===== src/rtl/lsu_mem_master.sv =====
`timescale 1ns/1ps
// Purpose: CPU-side load/store initiator; one aligned-checked access at a time toward data memory/MMIO.
// Latency: store/error response 2 cycles after the accept edge, load response 2+RD_LAT cycles.
// Backpressure: req_ready only in IDLE; requester holds req_valid, busy stalls the pipeline until RESP ends.
//
// Ports:
//   clk, rst_n                   clock, asynchronous active-low reset
//   req_valid/req_ready          request handshake; req_we/size/sign/addr/wdata request fields
//   rsp_valid/rsp_rdata/rsp_err  one-cycle response pulse; rsp_rdata holds until the next load/error
//   busy                         high from acceptance through the RESP cycle
//   mem_addr/mem_re/mem_we       word-aligned memory access, single-cycle strobes
//   mem_wstrb/mem_wdata          byte-lane enables and lane-replicated store data
//   mem_rdata                    read word, valid RD_LAT cycles after mem_re
module lsu_mem_master #(
    parameter int RD_LAT = 1
) (
    input  logic        clk,
    input  logic        rst_n,
    input  logic        req_valid,
    output logic        req_ready,
    input  logic        req_we,
    input  logic [1:0]  req_size,
    input  logic        req_sign,
    input  logic [31:0] req_addr,
    input  logic [31:0] req_wdata,
    output logic        rsp_valid,
    output logic [31:0] rsp_rdata,
    output logic        rsp_err,
    output logic        busy,
    output logic [31:0] mem_addr,
    output logic        mem_re,
    output logic        mem_we,
    output logic [3:0]  mem_wstrb,
    output logic [31:0] mem_wdata,
    input  logic [31:0] mem_rdata
);

    typedef enum logic [1:0] {
        S_IDLE,
        S_ACC,
        S_WAIT,
        S_RESP
    } state_t;

    state_t      state, state_nxt;

    logic        we_q, sign_q, err_q;
    logic [1:0]  size_q, lane_q;
    logic [2:0]  cnt_q;
    logic [31:0] rdata_q, mem_addr_q, mem_wdata_q;

    logic        accept, req_err, load_done;
    logic [3:0]  store_strb;
    logic [31:0] shifted, lane_data, wdata_rep;

    assign accept = req_valid && (state == S_IDLE);

    always_comb begin
        req_err = 1'b0;
        case (req_size)
            2'd1:    req_err = req_addr[0];
            2'd2:    req_err = (req_addr[1:0] != 2'b00);
            2'd3:    req_err = 1'b1;
            default: req_err = 1'b0;
        endcase
    end

    always_comb begin
        wdata_rep = req_wdata;
        case (req_size)
            2'd0:    wdata_rep = {4{req_wdata[7:0]}};
            2'd1:    wdata_rep = {2{req_wdata[15:0]}};
            default: wdata_rep = req_wdata;
        endcase
    end

    always_comb begin
        store_strb = 4'b1111;
        case (size_q)
            2'd0:    store_strb = 4'b0001 << lane_q;
            2'd1:    store_strb = lane_q[1] ? 4'b1100 : 4'b0011;
            default: store_strb = 4'b1111;
        endcase
    end

    // Half accesses are 2-byte aligned, so shifting by the byte lane also selects the half.
    assign shifted = mem_rdata >> {lane_q, 3'b000};

    always_comb begin
        lane_data = mem_rdata;
        case (size_q)
            2'd0:    lane_data = {{24{sign_q & shifted[7]}}, shifted[7:0]};
            2'd1:    lane_data = {{16{sign_q & shifted[15]}}, shifted[15:0]};
            default: lane_data = mem_rdata;
        endcase
    end

    always_ff @(posedge clk or negedge rst_n) begin
        if (!rst_n) begin
            state <= S_IDLE;
        end else begin
            state <= state_nxt;
        end
    end

    always_comb begin
        state_nxt = state;
        req_ready = 1'b0;
        busy      = 1'b1;
        rsp_valid = 1'b0;
        rsp_err   = 1'b0;
        mem_re    = 1'b0;
        mem_we    = 1'b0;
        mem_wstrb = 4'b0000;
        load_done = 1'b0;
        case (state)
            S_IDLE: begin
                req_ready = 1'b1;
                busy      = 1'b0;
                if (req_valid) state_nxt = S_ACC;
            end
            S_ACC: begin
                if (err_q) begin
                    state_nxt = S_RESP;
                end else if (we_q) begin
                    mem_we    = 1'b1;
                    mem_wstrb = store_strb;
                    state_nxt = S_RESP;
                end else begin
                    mem_re    = 1'b1;
                    state_nxt = S_WAIT;
                end
            end
            S_WAIT: begin
                // Counter is about to hit zero: mem_rdata is valid this cycle.
                if (cnt_q == 3'd1) begin
                    load_done = 1'b1;
                    state_nxt = S_RESP;
                end
            end
            S_RESP: begin
                rsp_valid = 1'b1;
                rsp_err   = err_q;
                state_nxt = S_IDLE;
            end
            default: state_nxt = S_IDLE;
        endcase
    end

    always_ff @(posedge clk or negedge rst_n) begin
        if (!rst_n) begin
            we_q        <= 1'b0;
            sign_q      <= 1'b0;
            err_q       <= 1'b0;
            size_q      <= 2'd0;
            lane_q      <= 2'd0;
            cnt_q       <= 3'd0;
            rdata_q     <= 32'd0;
            mem_addr_q  <= 32'd0;
            mem_wdata_q <= 32'd0;
        end else begin
            if (accept) begin
                we_q        <= req_we;
                sign_q      <= req_sign;
                err_q       <= req_err;
                size_q      <= req_size;
                lane_q      <= req_addr[1:0];
                mem_addr_q  <= {req_addr[31:2], 2'b00};
                mem_wdata_q <= wdata_rep;
            end
            if (state == S_ACC) begin
                cnt_q <= 3'(RD_LAT);
                if (err_q) rdata_q <= 32'd0;
            end
            if (state == S_WAIT) begin
                cnt_q <= cnt_q - 3'd1;
            end
            if (load_done) begin
                rdata_q <= lane_data;
            end
        end
    end

    assign rsp_rdata = rdata_q;
    assign mem_addr  = mem_addr_q;
    assign mem_wdata = mem_wdata_q;

endmodule


===== config.mk =====
export PLATFORM = sky130hd
export DESIGN_NAME = lsu_mem_master
export DESIGN_NICKNAME = d
export VERILOG_FILES = /design/src/rtl/lsu_mem_master.sv
export SDC_FILE = /design/constraint.sdc
export NUM_CORES = 1
export LEC_CHECK = 0
export CAP_MARGIN = 0
export CORE_MARGIN = 4
export CORE_UTILIZATION = 47
export DETAILED_ROUTE_END_ITERATION = 12
export GPL_ROUTABILITY_DRIVEN = 1
export HOLD_SLACK_MARGIN = 0.03
export PLACE_DENSITY = 0.84
export REMOVE_ABC_BUFFERS = 1
export SYNTH_ARGS = -nofsm -noshare
export SYNTH_HDL_FRONTEND = slang
export SYNTH_SLANG_ARGS = --single-unit

===== constraint.sdc =====
create_clock -name clk -period 5.3 [get_ports clk]
set_input_delay 0.795 -clock clk [delete_from_list [all_inputs] [get_ports clk]]
set_output_delay 0.795 -clock clk [all_outputs]
set_load 0.02 [all_outputs]

==> results.md <==
* Status: complete, no violations
* Num CTS Buffers at 9
* RR Startpoint: size_q[1]
* CP Data Required Time at 4510 ps
* Slew headroom at 34.50%
* Async set or reset register ratio after synthesis at 100.0%
* PortBufs at 206
* Synth unique cells at 36
* Cell Chain, Critical Path: clkinv_1, a21oi_1, clkdlybuf4s50_1
* Post-CTS sizing at 0
* Largest net degree at the start of global routing at 95
* Nets at 773
* Family with the most delay on the worst path: buffers and inverters
* Seq/Total Area, Yosys at 51.33%
* Clk buf depth at 2
* Residual DRC at 0
* Max VDD drop at 0.0003893 V
* Routed via count at 4506
* Die Footprint at 12740 um2
* CP peak stage delay at 810 ps
* Share of layout cells above drive strength 1 at 10.06%
* Antenna fix cells at 0
* GP Congestion at 0.8498
* CP Launch Point: size_q[1]
* Mapped Cells at 477
* Flop pwr share at 32.2%
* Total Routing Usage GR at 24.54%
* Internal at 2.561 mW
* Post-synth EDFFs at 0
* Slowest cell on the critical path: clkinv_1
* Vias in the first global route at 4753
* Commonest non-fill, non-tap cell in the layout: clkdlybuf4s50_1
* Synth Flop Type: dfrtp_1
* RSZ-0062 raised after global routing: no
* Final ANT Viol Nets at 0
* Chip width at 112.9 um
* Setup TNS at 0 ps
* Most frequent cells in the layout: clkdlybuf4s50_1 (205), dfrtp_1 (106), nand2_1 (54)
* Critical Path AT at 2760 ps
* Grt total ovfl at 0
* Clk network pwr share at 10.9%
* Routed WL at 15610 um
* F_max at 0.2816 GHz
* DR vias/cell at 5.591
* CTS root buf: clkbuf_8
* Min-Delay Startpoint: rsp_rdata[0]
* Fin crit share at 67.00%
* Worst Path Buf+Inv at 2
* Tot Pwr at 4.430 mW
* Starting density of the core at 47.88%
* CTS Sinks at 106
* Slew Limit Fails at 0
* Power per cell area at 594.8 nW/um2
* Hold-fix buffers at CTS at 0
* Clk Latency, worst-skew pair at 370 ps
* CTS tree: yes
* Final count of hold timing violations at 0
* H-Tree Level Count at 3
* Ys Warns at 0
* Final setup fails at 0
* Iter 0 DRT Violations at 194
* # IOs at 209
* Minimum clock period at 3551 ps
* Sw Share at 42.18%
* Switch Pwr at 1.869 mW
* Number of cell rows at 38
* Critical path type: flip-flop to output pin
* Synthesized cell area at 5167 um2
* Clock transition at the registers of the reported paths at 100 ps
* Drt pass-1 iters at 5
* WHS at 487.1 ps
* Wire per inst at 19.36 um
* Initial antenna violation count at 0
* Type of the most critical hold path: flip-flop to flip-flop
* Slew of the pin with the lowest slew margin at 982.5 ps
* Setup bufs post-CTS at 0
* Logic pwr share at 56.9%
* FILL cells at 815
* Synth-to-layout area growth at 44.12%
* Die boundary height at 112.9 um
* Core ar. at 10790 um2
* First-pass GRT wire length at 24850 um
* Pleak at 3.174 nW
* Crit-path max FO at 36
* Clock skew at 11.10 ps
* Syn_area_per_cell at 10.83 um2
* CP startpoint kind: flip-flop
* CP Capture Type: output pin
* Max Cap Viol at 0
* Hpwl dp at 11370 um
* Yosys reg bits at 106
-- worst reg2reg max path: cells and delay by family, from the launching register on --
kind	cells	cell delay, ps
AOI/OAI and AO/OA	3	1280
DFF	1	490
buffers and inverters	1	810
-- synthesized netlist by cell type, drive strengths merged (2+ instances only) --
library cell,count,share of area (%)
o21ai,49,4.7
o21a,2,0.29
nand2,55,4.0
nor2,20,1.5
clkbuf,16,1.2
a221oi,7,1.2
ha,7,1.7
buf,20,2.1
a21oi,22,2.2
nand3,2,0.19
mux2i,41,7.9
nand3b,3,0.44
a21o,7,1.0
o221ai,7,1.2
o211ai,33,4.8
dfrtp,106,51
nand2b,5,0.61
mux2,44,9.6
o22ai,8,0.97
inv,10,0.73
-- metrics by stage --
stage	util [%]	setup WS, ps	area [um2]	cells
after global placement	67.39	2252	7273	792
after detailed placement	67.39	2202	7273	792
final	69.00	1749	7447	806
after CTS	69.00	1757	7447	806
after global routing	69.00	1589	7447	806
after floorplan	-	2346	5001	442
-- metal layers --
metal  up-vias  wire length, um  global-route usage, %  part of all wire, %
met2       230             7371                  39.61                   47
met4         0              420                  9.054                  2.7
li1       2085                -                      -                    -
met5         -                0                      0                    0
met3        27             1884                  10.64                   12
met1      2164             5930                  29.23                   38
-- kinds of logic (layout without fill, tap and decap cells) --
group           after synthesis  in the layout  synth area share (%)
mux                          85             85                 17.53
buf+inv                      47            235                 4.092
flops                       106            106                 51.33
fa+ha+maj                     7              7                 1.695
other cells                   1              2               0.07257
simple gates                 92             92                 7.894
compound gates              139            139                 17.39
-- registers in the layout, indices dropped and copies added, names as in the netlist --
| name | cells |
|---|---|
| size_q | 2 |
| state | 2 |
| lane_q | 2 |
| we_q | 1 |
| err_q | 1 |
| rsp_rdata | 32 |
| mem_addr | 30 |
| mem_wdata | 32 |
| sign_q | 1 |
| cnt_q | 3 |
-- path summary, 6_finish.rpt --
kind / end / slack [ps] / depth (start not counted)
worst max-delay path: mem_wstrb[1] / 1750 / 3
worst min-delay path: rsp_rdata[0] / 490 / 1
worst max register to register: rsp_rdata[23] / 2630 / 4
worst min register to register: rsp_rdata[0] / 490 / 1
max in group asynchronous: mem_addr[17] / 3750 / 2
min in group asynchronous: rsp_rdata[6] / 520 / 1
-- power groups by stage --
stage          sequential (mW)  clock, mW  combinational, mW
3_5_place_dp              1.44          0               2.52
3_3_place_gp              1.41          0               2.48
6_report                  1.43      0.483               2.52
4_1_cts                   1.43      0.492               2.54
2_1_floorplan             1.83          0              0.978
5_1_grt                   1.48      0.530               2.71
-- final cells by class --
cell class	instances	area, um2	share of cell area [%]
flip-flops and latches	106	2653	35.62
inverters	11	41.29	0.5544
clock inverters	3	42.54	0.5712
repair buffers	210	2090	28.06
clock buffers	11	131.4	1.764
well taps	140	175.2	2.352
multi-input cells	325	2315	31.08
(Power assumes the default switching activity.)
